===== src/rtl/io_block_cfg_loader.sv =====
// io_block_cfg_loader
// Loads a config bitstream word by word into a shadow register. It then scans
// the shadow image for wires that two or more external inputs would drive at
// once. A clean image is committed to the gate control vector c in one step.
// A rejected image sets cfg_err and leaves c untouched.
// Optional feature: define IO_CFG_READBACK_EN to add the rb_req/rb_data/rb_valid
// readback of the active c.
//
// state    | meaning
// ---------+----------------------------------------------------------
// IDLE     | waiting for cfg_start (or rb_req with readback)
// LOAD     | accepting NWORDS words into the shadow register
// CHECK    | scanning one wire per cycle for input drive conflicts
// COMMIT   | copying the clean shadow image to c
// READBACK | streaming the active c out as words (readback builds only)

module io_block_cfg_loader #(
  parameter  int WS     = 6,
  parameter  int WD     = 3,
  parameter  int WG     = 3,
  parameter  int EXTIN  = 3,
  parameter  int EXTOUT = 3,
  parameter  int WORD   = 8,
  localparam int NW     = WS + WD + WG,
  localparam int CW     = (EXTIN + EXTOUT) * NW,
  localparam int NWORDS = (CW + WORD - 1) / WORD
) (
  input  logic            clk,
  input  logic            rst_n,
  input  logic            cfg_start,
  input  logic [WORD-1:0] cfg_data,
  input  logic            cfg_valid,
  output logic            cfg_ready,
  output logic [CW-1:0]   c,
  output logic            cfg_busy,
  output logic            cfg_done,
  output logic            cfg_err
`ifdef IO_CFG_READBACK_EN
  ,
  input  logic            rb_req,
  output logic [WORD-1:0] rb_data,
  output logic            rb_valid
`endif
);

  localparam int WCW = (NWORDS > 1) ? $clog2(NWORDS) : 1;
  localparam int SIW = (NW > 1) ? $clog2(NW) : 1;
  localparam logic [WCW-1:0] LAST_WORD = WCW'(NWORDS - 1);
  localparam logic [SIW-1:0] LAST_WIRE = SIW'(NW - 1);

  typedef enum logic [2:0] {
    IDLE,
    LOAD,
    CHECK,
    COMMIT
`ifdef IO_CFG_READBACK_EN
    ,
    READBACK
`endif
  } state_t;

  state_t                   state;
  logic [WORD-1:0]          shadow_words [NWORDS];
  logic [NWORDS*WORD-1:0]   shadow_flat;
  logic [WCW-1:0]           wcnt;
  logic [SIW-1:0]           scan_idx;
  logic                     err_flag;
  logic [NW-1:0]            conflict_vec;
  logic                     scan_err;

  // Flatten the shadow words; padding bits of the last word fall above CW-1.
  for (genvar gk = 0; gk < NWORDS; gk++) begin : g_flat
    assign shadow_flat[gk*WORD +: WORD] = shadow_words[gk];
  end

  // Per-wire conflict: more than one external input closed onto the same wire.
  for (genvar gj = 0; gj < NW; gj++) begin : g_wire
    logic [EXTIN-1:0] col;
    for (genvar gi = 0; gi < EXTIN; gi++) begin : g_in
      assign col[gi] = shadow_flat[gi*NW + gj];
    end
    assign conflict_vec[gj] = ($countones(col) > 1);
  end

  // Error state including the wire under scan this cycle.
  assign scan_err = err_flag | conflict_vec[scan_idx];

`ifdef IO_CFG_READBACK_EN
  logic [WCW-1:0]         rb_cnt;
  logic [NWORDS*WORD-1:0] c_pad;
  logic [WORD-1:0]        c_words [NWORDS];

  // Zero-extend c to a whole number of words for streaming.
  always_comb begin
    c_pad         = '0;
    c_pad[CW-1:0] = c;
  end

  for (genvar gr = 0; gr < NWORDS; gr++) begin : g_rb
    assign c_words[gr] = c_pad[gr*WORD +: WORD];
  end
`endif

  // Sequencing FSM with registered handshake and status outputs.
  always_ff @(posedge clk) begin
    if (!rst_n) begin
      state     <= IDLE;
      for (int k = 0; k < NWORDS; k++) shadow_words[k] <= '0;
      wcnt      <= '0;
      scan_idx  <= '0;
      err_flag  <= 1'b0;
      c         <= '0;
      cfg_ready <= 1'b0;
      cfg_busy  <= 1'b0;
      cfg_done  <= 1'b0;
      cfg_err   <= 1'b0;
`ifdef IO_CFG_READBACK_EN
      rb_cnt    <= '0;
      rb_data   <= '0;
      rb_valid  <= 1'b0;
`endif
    end else begin
      cfg_done <= 1'b0;
`ifdef IO_CFG_READBACK_EN
      rb_valid <= 1'b0;
`endif
      unique case (state)
        IDLE: begin
          if (cfg_start) begin
            for (int k = 0; k < NWORDS; k++) shadow_words[k] <= '0;
            cfg_err   <= 1'b0;
            wcnt      <= '0;
            cfg_ready <= 1'b1;
            cfg_busy  <= 1'b1;
            state     <= LOAD;
          end
`ifdef IO_CFG_READBACK_EN
          else if (rb_req) begin
            rb_cnt   <= '0;
            cfg_busy <= 1'b1;
            state    <= READBACK;
          end
`endif
        end

        LOAD: begin
          // A restart wins over a word presented in the same cycle.
          if (cfg_start) begin
            for (int k = 0; k < NWORDS; k++) shadow_words[k] <= '0;
            wcnt <= '0;
          end else if (cfg_valid && cfg_ready) begin
            shadow_words[wcnt] <= cfg_data;
            if (wcnt == LAST_WORD) begin
              cfg_ready <= 1'b0;
              scan_idx  <= '0;
              err_flag  <= 1'b0;
              state     <= CHECK;
            end else begin
              wcnt <= wcnt + 1'b1;
            end
          end
        end

        CHECK: begin
          err_flag <= scan_err;
          if (scan_idx == LAST_WIRE) begin
            if (scan_err) begin
              cfg_err  <= 1'b1;
              cfg_busy <= 1'b0;
              state    <= IDLE;
            end else begin
              state <= COMMIT;
            end
          end else begin
            scan_idx <= scan_idx + 1'b1;
          end
        end

        COMMIT: begin
          c        <= shadow_flat[CW-1:0];
          cfg_done <= 1'b1;
          cfg_busy <= 1'b0;
          state    <= IDLE;
        end

`ifdef IO_CFG_READBACK_EN
        READBACK: begin
          rb_valid <= 1'b1;
          rb_data  <= c_words[rb_cnt];
          if (rb_cnt == LAST_WORD) begin
            cfg_busy <= 1'b0;
            state    <= IDLE;
          end else begin
            rb_cnt <= rb_cnt + 1'b1;
          end
        end
`endif

        default: begin
          cfg_ready <= 1'b0;
          cfg_busy  <= 1'b0;
          state     <= IDLE;
        end
      endcase
    end
  end

endmodule


===== config.mk =====
export PLATFORM = sky130hd
export DESIGN_NAME = io_block_cfg_loader
export DESIGN_NICKNAME = d
export VERILOG_FILES = /design/src/rtl/io_block_cfg_loader.sv
export SDC_FILE = /design/constraint.sdc
export NUM_CORES = 1
export LEC_CHECK = 0
export ABC_CLOCK_PERIOD_IN_PS = 3900
export CAP_MARGIN = 10
export CORE_MARGIN = 2
export CORE_UTILIZATION = 54
export CTS_CLUSTER_DIAMETER = 50
export CTS_CLUSTER_SIZE = 10
export DETAILED_ROUTE_END_ITERATION = 8
export PLACE_DENSITY_LB_ADDON = 0.25
export SLEW_MARGIN = 20
export SYNTH_ARGS = -nofsm -noshare
export SYNTH_HDL_FRONTEND = slang
export SYNTH_SLANG_ARGS = --single-unit

===== constraint.sdc =====
create_clock -name clk -period 3.9 [get_ports clk]
set_clock_uncertainty 0.2 [all_clocks]
set_input_delay 0.78 -clock clk [delete_from_list [all_inputs] [get_ports clk]]
set_output_delay 0.78 -clock clk [all_outputs]
set_load 0.02 [all_outputs]

==> results of run 1 <==
registers in the layout, indices dropped and copies added (netlist names):
register and flops:
shadow_words 72, err_flag 1, cfg_ready 1, c 72, cfg_busy 1, cfg_err 1
state 2, wcnt 4, scan_idx 4, cfg_done 1
worst min-delay path: cells and delay by family, from the launching register on:
kind / cells / cell delay (ns)
flops: 1 / 0.30
compound gates: 1 / 0.06
simple gates: 1 / 0.04
area by class of cell:
type | instances | area [µm²]
Clock inverter | 11 | 144
Fill cell | 929 | 3890
Inverter | 7 | 28.8
Sequential cell | 159 | 3900
Timing Repair Buffer | 94 | 918
Clock buffer | 21 | 440
Tap cell | 147 | 184
Multi-Input combinational cell | 417 | 2450
kinds of logic after synthesis:
family,Yosys count,share of synthesized area
fa+ha+maj,17,0.0324
flops,159,0.594
compound gates,104,0.122
simple gates,290,0.210
xor+xnor,6,0.00800
buf+inv,46,0.0337
cells in the mapped netlist, drive strengths merged:
library cell	n
a211oi	12
a21boi	73
a21oi	4
a31oi	1
a32o	1
and2	10
and3	66
and3b	1
buf	13
clkbuf	26
dfxtp	87
edfxtp	72
ha	17
inv	7
nand2	175
nand2b	2
nand3	3
nand3b	2
nand4	1
nor2	17
nor2b	2
nor3	4
nor3b	2
nor4	3
o21a	1
o21ai	5
o22ai	1
o311a	1
o31ai	1
o32a	1
o41ai	3
or2	1
or3	1
xnor2	4
xor2	2
metrics by stage:
step	setup slack (ns)	area, µm²	utilization
3_3_place_gp	0.834	7490	0.626
4_1_cts	1.17	8070	0.675
5_1_grt	0.948	8070	0.675
3_5_place_dp	0.738	7490	0.626
6_report	1.15	8070	0.675
2_1_floorplan	1.47	6570	-
layer usage:
layer / share of wire / up-vias / GRT usage / routed length [µm]
met4: 0.017 / 0 / 0.0870 / 260
met5: 0 / - / 0 / 0
met1: 0.45 / 2237 / 0.341 / 6680
met2: 0.47 / 163 / 0.373 / 6930
li1: - / 2307 / - / -
met3: 0.068 / 23 / 0.0535 / 1010
report_power, final:
group / switching [mW] / leakage [nW] / internal, mW
Combinational: 0.0712 / 1.33 / 0.0417
Sequential: 0.0290 / 1.50 / 1.77
Clock: 0.649 / 0.285 / 1.00
Total: 0.749 / 3.12 / 2.82
worst paths after layout:
| path | start | to | slack, ns | depth (start not counted) |
|---|---|---|---|---|
| max | cfg_start | shadow_words[0][6] | 1.15 | 6 |
| min | c[27] | c[27] | 0.26 | 2 |
| max reg2reg | state[1] | shadow_words[0][6] | 1.49 | 5 |
| min reg2reg | c[27] | c[27] | 0.26 | 2 |
==> run_results.csv, run 1 <==
group,metric,value,unit
cts,postCtsHoldBufs,0,
floorplan,fp.dieH,114,µm
sta,slew_headroom,0.546,
job,cap_violations,0,
critical_path,slowest_delay,0.52,ns
critical_path,cp-end-kind,"flip-flop",
pwr,irDropWorstVdd,0.246,mV
layout,layout.cells.non_filler,856,
drt,drtIter0Drc,361,
sta,hold_violations,0,
critical_path,cp_max_fo,22,
global_routing,track_usage,0.243,
cts,cts_resized,0,
critical_path,cp_num_buf_inv,1,
sta,fmax,364,MHz
layout,area_growth,22.8,%
cts,cts_setup_buffers,0,
cts,cts_buffers,17,
critical_path,worstPathCellList,"clkdlybuf4s50_1, nor2_1, nand3_4, nor3_4, nand2_1, nand2_1",
logic_synthesis,syn_inst,622,
pwr,leakagePower,3.12,nW
drt,drc,0,
drt,wl,14.9,mm
cts,htreeDepth,4,
sta,setup_viol,0,
worst_hold_path,hp-class,"reg2reg",
global_routing,grt_pass1_wl,23.9,mm
floorplan,io_pins,88,
cts,cts_tree,"yes",
drt,post_drt_via_cell_ratio,5.53,
sta,tightest_slew,0.682,ns
cts,clk_latency,0.42,ns
logic_synthesis,synth_top_area_frac,0.329,
sta,grt_setup_unrepaired,"false",
floorplan,coreArea,12000,µm²
logic_synthesis,synth-seq-area-share,0.594,
logic_synthesis,synth_warnings,0,
sta,fin_setup_tns,0,ns
global_routing,antenna_found_initial,0,
place,port_buffers,87,
place,dp_cells,824,
logic_synthesis,synth_nets,651,
cts,clkTransAtPathRegs,0.06,ns
global_routing,grt_pass1_vias,4520,
sta,min_period,2.75,ns
floorplan,die_w,114,µm
place,gp_congestion,0.852,
floorplan,start_util,0.549,
floorplan,core.rowCount,40,
cts,cts.sinks,159,
layout,final_common_cell,"nand2_1",
logic_synthesis,ys_seq_elements,159,
critical_path,crit_path_start_kind,"input port",
layout,nets,725,
drt,drt_pass1_iterations,5,
cts,cts_buffer_depth,2,
drt,ant_nets,0,
critical_path,cp_slowest_cell,"nor3_4",
critical_path,cp_common_cell,"nand2_1",
pwr,power_density,442,nW/µm²
drt,post_drt_wl_per_cell,17.4,µm
floorplan,die-area,13100,µm²
critical_path,path_delay_family,"simple AND/OR/NAND/NOR gates",
logic_synthesis,synthesis.area,6570,µm²
layout,layout-drive-gt1-share,0.0705,
global_routing,overflow,0,
logic_synthesis,ys_types,45,
sta,slew_viol_final,0,
critical_path,cp.required,3.79,ns
cts,root_buffer,"clkbuf_16",
sta,finalCritPeriodShare,0.705,
pwr,p_total,3.57,mW
critical_path,worstSetupPathType,"in2reg",
layout,layout_common_cells,"174 x nand2_1, 87 x dfxtp_1, 86 x clkdlybuf4s50_1, 73 x a21boi_0, 72 x edfxtp_1",
logic_synthesis,synth_top_cell_by_area,"edfxtp_1",
drt,route.vias.total,4730,
place,dp_hpwl,10.4,mm
layout,antenna_cells,0,
logic_synthesis,synthTopCellsByArea,"edfxtp_1 33%, dfxtp_1 26%, nand2_1 10%",
sta,whs,0.261,ns
critical_path,arrival,2.64,ns
run_status,outcome,"complete, no violations",
logic_synthesis,syn_area_per_cell,10.6,µm²
global_routing,grt_max_degree,84,
Power figures use the tool's default switching activity.
==> inputs of run 2 (changes only) <==
--- a/config.mk
+++ b/config.mk
@@ -5,7 +5,7 @@
 export SDC_FILE = /design/constraint.sdc
 export NUM_CORES = 1
 export LEC_CHECK = 0
-export ABC_CLOCK_PERIOD_IN_PS = 3900
+export ABC_CLOCK_PERIOD_IN_PS = 2850
 export CAP_MARGIN = 10
 export CORE_MARGIN = 2
 export CORE_UTILIZATION = 54
==> constraint.sdc (replaced) <==
create_clock -name clk -period 2.85 [get_ports clk]
set_clock_uncertainty 0.2 [all_clocks]
set_input_delay 0.57 -clock clk [delete_from_list [all_inputs] [get_ports clk]]
set_output_delay 0.57 -clock clk [all_outputs]
set_load 0.02 [all_outputs]
==> run 2 against run 1 <==
Wire length grew 0.45%. Register-to-register slack got worse by 0.99 ns. Core utilization is 0.31 points higher. First-iteration DRC count decreased by 0.28%. Combinational power is 40% higher. Via count increased by 2.0%. Global-route usage is 0.42 points lower. Final area grew 0.47%. Largest cell class unchanged. Highest routed layer unchanged.
==> run_results.csv, run 2 (synthesis gave the netlist of run 1 again) <==
group,metric,value,unit
run_status,outcome,"complete, no violations",
sta,setup_viol,0,
cts,cts.sinks,159,
pwr,p_sw,1.08,mW
layout,final_common_cell,"nand2_1",
pwr,power_density,601,nW/µm²
drt,drc,0,
cts,cts_buffer_depth,2,
sta,layout_setup_ws,0.504,ns
critical_path,crit_end,"state[0]",
layout,antenna_cells,0,
pwr,swShare,0.223,
floorplan,die_w,114,µm
cts,htreeDepth,4,
critical_path,crit_path_start_kind,"flip-flop",
place,dp_hpwl,10.6,mm
sta,slew_viol_final,0,
drt,post_drt_via_cell_ratio,5.60,
pwr,power_frac_clock,0.462,
place,port_buffers,87,
layout,layout-drive-gt1-share,0.0812,
cts,cts_setup_buffers,0,
sta,hold_violations,0,
critical_path,crit_start,"shadow_words[4][2]",
drt,route.vias.total,4825,
pwr,p_comb_frac,0.032,
layout,area_growth,23.4,%
sta,fin_setup_tns,0,ns
cts,postCtsHoldBufs,0,
sta,slew_headroom,0.557,
worst_hold_path,hold_depth,2,
pwr,leakagePower,3.14,nW
critical_path,rr_worst_depth,5,
sta,whs,0.263,ns
sta,tightest_slew,0.665,ns
job,cap_violations,0,
critical_path,r2r_end,"state[0]",
drt,drt_pass1_iterations,5,
drt,drtIter0Drc,360,
critical_path,crit_cells,5,
sta,fmax,426,MHz
layout,top_regs,"c x72, shadow_words x72",
layout,nets,730,
floorplan,coreArea,12000,µm²
layout,fin_util,0.678,
critical_path,worstPathCellList,"ha_1, a211oi_1, nor4_1, or3_4, o41ai_2",
critical_path,cp_max_fo,5,
global_routing,overflow,0,
cts,cts_resized,0,
drt,wl,15.0,mm
place,pre_cts_ws,0.104,ns
critical_path,slowest_delay,0.48,ns
pwr,pwr-share-seq,0.506,
critical_path,worstSetupPathType,"reg2reg",
sta,grt_setup_unrepaired,"false",
cts,root_buffer,"clkbuf_16",
critical_path,cp_slowest_cell,"edfxtp_1",
critical_path,cp-end-kind,"flip-flop",
floorplan,io_pins,88,
cts,clkTransAtPathRegs,0.07,ns
worst_hold_path,hp-class,"reg2reg",
cts,clk_latency,0.42,ns
cts,cts_buffers,17,
global_routing,grt_pass1_vias,4646,
critical_path,r2r_slack,0.50,ns
critical_path,arrival,2.47,ns
place,gp_congestion,0.837,
global_routing,grt_pass1_wl,23.8,mm
critical_path,timing.rr.start,"shadow_words[4][2]",
critical_path,path_delay_family,"compound AO/OA/AOI/OAI gates",
floorplan,die-area,13100,µm²
drt,post_drt_wl_per_cell,17.4,µm
floorplan,start_util,0.549,
global_routing,grt_max_degree,84,
drt,ant_nets,0,
floorplan,core.rowCount,40,
pwr,irDropWorstVdd,0.468,mV
floorplan,fp.dieH,114,µm
sta,finalCritPeriodShare,0.823,
global_routing,track_usage,0.239,
layout,layout_common_cells,"174 x nand2_1, 87 x dfxtp_1, 86 x clkdlybuf4s50_1, 73 x a21boi_0, 72 x edfxtp_1",
cts,cts_tree,"yes",
critical_path,cp.required,2.98,ns
critical_path,cp_num_buf_inv,0,
sta,min_period,2.35,ns
pwr,p_int,3.79,mW
global_routing,antenna_found_initial,0,
-- run 2: power by group through the flow --
stage          clock network [mW]  logic [mW]  registers, mW
6_report                     2.25       0.158           2.47
5_1_grt                      2.36       0.171           2.47
4_1_cts                      2.26       0.156           2.47
3_5_place_dp                    0       0.155           2.51
3_3_place_gp                    0       0.149           2.52
2_1_floorplan                   0      0.0931           2.50
-- run 2: layout make-up --
cell class | count | area (µm²)
Timing Repair Buffer | 99 | 956
Sequential cell | 159 | 3900
Clock inverter | 15 | 160
Clock buffer | 17 | 425
Multi-Input combinational cell | 417 | 2450
Fill cell | 922 | 3850
Inverter | 7 | 28.8
Tap cell | 147 | 184
-- run 2: worst register-to-register path, cell delays in order, from the launching register on --
cell and delay (ns):
edfxtp_1 0.48, ha_1 0.31, a211oi_1 0.39, nor4_1 0.11
or3_4 0.43, o41ai_2 0.33
-- run 2: per-stage QoR --
step,total power [mW],cell area [µm²],instances
after global routing,5.00,8110,861
after CTS,4.88,8110,861
after floorplan,2.59,6570,622
after detailed placement,2.67,7520,829
final,4.87,8110,861
after global placement,2.66,7520,829
-- run 2: metal layers --
metal	track usage	routed length (µm)
met5	0	0
met4	0.0797	286
met3	0.0545	961
met2	0.386	7090
met1	0.320	6620
-- run 2: worst min path at each step --
stage / start / endpoint / slack, ns
5_1_grt: c[8] / c[8] / 0.29
2_1_floorplan: shadow_words[4][4] / c[36] / 0.30
6_report: c[8] / c[8] / 0.26
3_3_place_gp: c[5] / c[5] / 0.25
3_5_place_dp: c[58] / c[58] / 0.26
4_1_cts: c[15] / c[15] / 0.27
